===== config.mk =====
export PLATFORM = sky130hd
export DESIGN_NAME = sram_bus_arbiter
export DESIGN_NICKNAME = d
export VERILOG_FILES = /design/src/rtl/sram_bus_arbiter.sv
export SDC_FILE = /design/constraint.sdc
export NUM_CORES = 1
export LEC_CHECK = 0
export BUFFER_PORTS_ARGS = -buffer_cell sky130_fd_sc_hd__clkbuf_2
export CORE_ASPECT_RATIO = 0.75
export CORE_MARGIN = 5
export CORE_UTILIZATION = 35
export CTS_BUF_LIST = sky130_fd_sc_hd__clkbuf_2
export DETAILED_ROUTE_END_ITERATION = 7
export PLACE_DENSITY = 0.8
export SETUP_SLACK_MARGIN = 0.4
export SYNTH_ARGS = -nofsm -noshare
export SYNTH_HDL_FRONTEND = slang
export SYNTH_SLANG_ARGS = --single-unit

===== constraint.sdc =====
create_clock -name clk -period 1.5 [get_ports clk]
set_clock_uncertainty 0.15 [all_clocks]
set_input_delay 0.15 -clock clk [delete_from_list [all_inputs] [get_ports clk]]
set_output_delay 0.15 -clock clk [all_outputs]
set_load 0.005 [all_outputs]

===== src/rtl/sram_bus_arbiter.sv =====
// Shares one SRAM-like port between instruction fetch and data access, one transaction at a time.
// Optional ARB_RR_EN: round-robin between channels on simultaneous requests (default: data priority).
module sram_bus_arbiter #(
    parameter int unsigned ADDR_W = 32,
    parameter int unsigned DATA_W = 32
) (
    input  logic              clk,
    input  logic              rst,
    input  logic              i_req,
    input  logic [ADDR_W-1:0] i_addr,
    output logic              i_addr_ok,
    output logic              i_data_ok,
    output logic [DATA_W-1:0] i_rdata,
    input  logic              d_req,
    input  logic              d_wr,
    input  logic [1:0]        d_size,
    input  logic [ADDR_W-1:0] d_addr,
    input  logic [DATA_W-1:0] d_wdata,
    output logic              d_addr_ok,
    output logic              d_data_ok,
    output logic [DATA_W-1:0] d_rdata,
    output logic              m_req,
    output logic              m_wr,
    output logic [1:0]        m_size,
    output logic [ADDR_W-1:0] m_addr,
    output logic [DATA_W-1:0] m_wdata,
    input  logic              m_addr_ok,
    input  logic              m_data_ok,
    input  logic [DATA_W-1:0] m_rdata,
    output logic              imem_busy,
    output logic              dmem_busy
);

    typedef enum logic [1:0] {
        ST_IDLE = 2'd0,
        ST_ADDR = 2'd1,
        ST_DATA = 2'd2
    } state_e;

    state_e            state_q, state_d;
    logic              gnt_q, gnt_d;
    logic              i_out_q, i_out_d;
    logic              d_out_q, d_out_d;
    logic [DATA_W-1:0] i_rdata_q, i_rdata_d;
    logic [DATA_W-1:0] d_rdata_q, d_rdata_d;
    logic              win_c;

`ifdef ARB_RR_EN
    logic              last_gnt_q, last_gnt_d;

    // On contention the channel not granted last time wins.
    always_comb begin
        if (i_req && d_req) begin
            win_c = ~last_gnt_q;
        end else begin
            win_c = d_req;
        end
    end
`else
    // Data channel wins whenever it requests.
    always_comb begin
        win_c = d_req;
    end
`endif

    always_comb begin
        state_d   = state_q;
        gnt_d     = gnt_q;
        i_out_d   = i_out_q;
        d_out_d   = d_out_q;
        i_rdata_d = i_rdata_q;
        d_rdata_d = d_rdata_q;
`ifdef ARB_RR_EN
        last_gnt_d = last_gnt_q;
`endif
        m_req     = 1'b0;
        m_wr      = 1'b0;
        m_size    = 2'd2;
        m_addr    = '0;
        m_wdata   = '0;
        i_addr_ok = 1'b0;
        d_addr_ok = 1'b0;
        i_data_ok = 1'b0;
        d_data_ok = 1'b0;
        i_rdata   = i_rdata_q;
        d_rdata   = d_rdata_q;

        case (state_q)
            ST_IDLE: begin
                if (i_req || d_req) begin
                    gnt_d   = win_c;
                    state_d = ST_ADDR;
`ifdef ARB_RR_EN
                    last_gnt_d = win_c;
`endif
                end
            end
            ST_ADDR: begin
                m_req = 1'b1;
                if (gnt_q) begin
                    m_wr    = d_wr;
                    m_size  = d_size;
                    m_addr  = d_addr;
                    m_wdata = d_wdata;
                end else begin
                    m_addr  = i_addr;
                end
                if (m_addr_ok) begin
                    state_d = ST_DATA;
                    if (gnt_q) begin
                        d_addr_ok = 1'b1;
                        d_out_d   = 1'b1;
                    end else begin
                        i_addr_ok = 1'b1;
                        i_out_d   = 1'b1;
                    end
                end
            end
            ST_DATA: begin
                if (m_data_ok) begin
                    state_d = ST_IDLE;
                    if (gnt_q) begin
                        d_data_ok = 1'b1;
                        d_rdata   = m_rdata;
                        d_rdata_d = m_rdata;
                        d_out_d   = 1'b0;
                    end else begin
                        i_data_ok = 1'b1;
                        i_rdata   = m_rdata;
                        i_rdata_d = m_rdata;
                        i_out_d   = 1'b0;
                    end
                end
            end
            default: begin
                state_d = ST_IDLE;
            end
        endcase

        // Reset abandons any transaction: silence every handshake and the downstream request.
        if (rst) begin
            m_req     = 1'b0;
            m_wr      = 1'b0;
            m_size    = 2'd2;
            m_addr    = '0;
            m_wdata   = '0;
            i_addr_ok = 1'b0;
            d_addr_ok = 1'b0;
            i_data_ok = 1'b0;
            d_data_ok = 1'b0;
            i_rdata   = '0;
            d_rdata   = '0;
        end
    end

    assign imem_busy = ~rst & (i_req | i_out_q) & ~i_data_ok;
    assign dmem_busy = ~rst & (d_req | d_out_q) & ~d_data_ok;

    always_ff @(posedge clk) begin
        if (rst) begin
            state_q   <= ST_IDLE;
            gnt_q     <= 1'b0;
            i_out_q   <= 1'b0;
            d_out_q   <= 1'b0;
            i_rdata_q <= '0;
            d_rdata_q <= '0;
`ifdef ARB_RR_EN
            last_gnt_q <= 1'b0;
`endif
        end else begin
            state_q   <= state_d;
            gnt_q     <= gnt_d;
            i_out_q   <= i_out_d;
            d_out_q   <= d_out_d;
            i_rdata_q <= i_rdata_d;
            d_rdata_q <= d_rdata_d;
`ifdef ARB_RR_EN
            last_gnt_q <= last_gnt_d;
`endif
        end
    end

endmodule


==> out/metrics.cfg <==
[outcome]
outcome=finished with violations
violations=negative hold slack, negative setup slack

[logic_synthesis]
ys_seq_area_share_pct=46.3
syn_area_sq_um=2990
synth_cell_types=26
synth_edf_count=0
synth_nets=423
synth_ff_type=dfxtp_1
synth_cells=286
async_reset_ff_share_pct=0
avgSynthCellArea_sq_um=10.4
ys.warnings.count=0
ys_ff_latch=69

[clock_network]
clock_latency_ns=0.49
cts_root_buffer=clkbuf_2
cts.path.max_buffers=2
cts_buffers=9
clk_pin_slew_ns=0.21
postCtsHoldBufs=5
htreeDepth=3
cts_tree=built
clock-sinks=69

[timing]
holdWs_ns=-0.268
fin_crit_sh_pct=154
finalSetupViolations=175
setup_slack_ns=-0.809
max_freq_ghz=0.433
tightest_slew_ns=0.370
slew-limit-headroom_pct=75.1
drv_slew=0
period_minus_slack_ns=2.31
rsz0062_at_grt=true
hold_viol=64

[layout]
post_layout_nonfiller_instances=740
area_growth_pct=98.2
drive_gt1_share_pct=67.6
final_cell_mix=210 x clkbuf_2, 66 x dfxtp_1, 64 x a22o_1, 61 x buf_2, 37 x buf_4
final_core_util_pct=70.6
diodes=0
design_area_sq_um=5920
nets=764
final_common_cell=clkbuf_2
fillCellCount=597

[critical_path]
path_class=flop to output port
cp_max_fo=9
cp.required_ns=1.20
end_kind=output port
worst_ep_arrival_time_ns=2.01
r2r_slack_ns=-0.15
crit_path_start_kind=flop

[die]
die_area_sq_um=10500
row_count=29
io-pin-count=275
core-area_sq_um=8380
die_h_microns=90
start_util_pct=35.6
die_x_microns=117

[route]
drt-initial-drc-count=256
wl_per_cell_microns=20.2
avgViaCountPerCell=5.15
drt_pass1_iterations=4
drcViolationCount=0
routed_wl_mm=15.0
num_vias=3814
ant_nets=0

[power]
irDropWorstVdd_mv=0.511
power_density_nw_per_um2=679
power_leakage_nw=3.15

[job]
drv_cap=0

[placement]
dp_hpwl_mm=9.33
post_dp_cell_area_sq_um=4640
routabilityCongestion=0.900
place_inst=661
numPortBuffers=274

[grt]
antenna_found_initial=1
first_global_vias=3715
grt_use_total_pct=22.8
grt_pass1_wl_mm=19.3
grt-ovfl-total=0
grt_max_degree=43

[worst_hold_path]
holdCritPathClass=input pin to flop

[power breakdown]
part	total, mW	internal [mW]	switching, mW	leakage [nW]
Combinational	1.05	0.568	0.487	2.53
Clock	1.09	0.389	0.699	0.0660
Sequential	1.88	1.86	0.0136	0.558
[per-layer routing]
metal | wire [microns] | track usage [%] | up-vias
li1 | - | - | 1748
met1 | 5500 | 25.6 | 1822
met2 | 7810 | 41.0 | 213
met3 | 1310 | 5.91 | 29
met4 | 342 | 8.40 | 2
met5 | 13 | 0 | -
[Yosys cell counts (2+ instances only)]
master | number | area [sq um]
buf_6 | 4 | 45.0
buf_4 | 6 | 45.0
a21oi_1 | 2 | 10.0
mux2i_1 | 32 | 320
nand3b_1 | 2 | 15.0
a31oi_2 | 2 | 25.0
buf_1 | 2 | 7.51
and3_1 | 35 | 219
buf_2 | 13 | 65.1
clkbuf_1 | 5 | 18.8
nor2_1 | 34 | 128
dfxtp_1 | 69 | 1380
o21a_1 | 3 | 22.5
a22o_1 | 64 | 561
nand2_1 | 2 | 7.51
[per-stage QoR]
stage / TNS (ns) / worst slack (ns) / total power [mW]
floorplan: -3.50 / -0.0580 / 2.27
global placement: -21.02 / -0.196 / 2.61
detailed placement: -25.32 / -0.225 / 2.62
CTS: -103.19 / -0.814 / 3.85
global route: -114.25 / -0.887 / 4.19
finish: -100.06 / -0.809 / 4.02
[worst max-delay path, cell delays in order (launching register included)]
cell and delay (ns):
dfxtp_4 0.42, or3b_4 0.46, clkinv_4 0.10, buf_12 0.11, buf_12 0.11, and3_1 0.18, buf_2 0.13
[repair_timing]
action	in CTS	in global routing
buffers inserted	8	32
gates cloned	3	15
pin swaps	18	41
endpoints found under the setup margin	207	207
hold endpoints to repair	69	64
gates resized for setup	55	104
[cell type report]
cell class / instances / area [sq um] / area share [%]
clock buffers: 10 / 50.0 / 0.846
clock inverters: 6 / 62.6 / 1.06
inverters: 1 / 8.76 / 0.148
multi-input cells: 186 / 1690 / 28.5
flip-flops and latches: 69 / 1390 / 23.5
well taps: 108 / 135 / 2.28
repair buffers: 360 / 2590 / 43.7
[state kept, by name (all words and copies together), names as in the netlist]
signal / count
d_out_q: 1
d_rdata_q: 32
gnt_q: 1
i_out_q: 1
i_rdata_q: 32
state_q: 2
[cell families after synthesis]
family | Yosys count | share of synthesized area, %
AND/OR/NAND/NOR | 80 | 15.1
AO/OA/AOI/OAI | 74 | 21.6
flip-flops | 69 | 46.3
multiplexers | 32 | 10.7
buffers and inverters | 31 | 6.37
[final timing paths]
path,startpoint,endpoint,depth (start not counted)
worst min-delay path,m_rdata[19],d_rdata_q[19],2
worst min register to register,d_out_q,d_out_q,1
worst max register to register,gnt_q,d_rdata_q[12],6
worst max-delay path,state_q[0],m_wdata[4],6
Power figures use the tool's default switching activity.
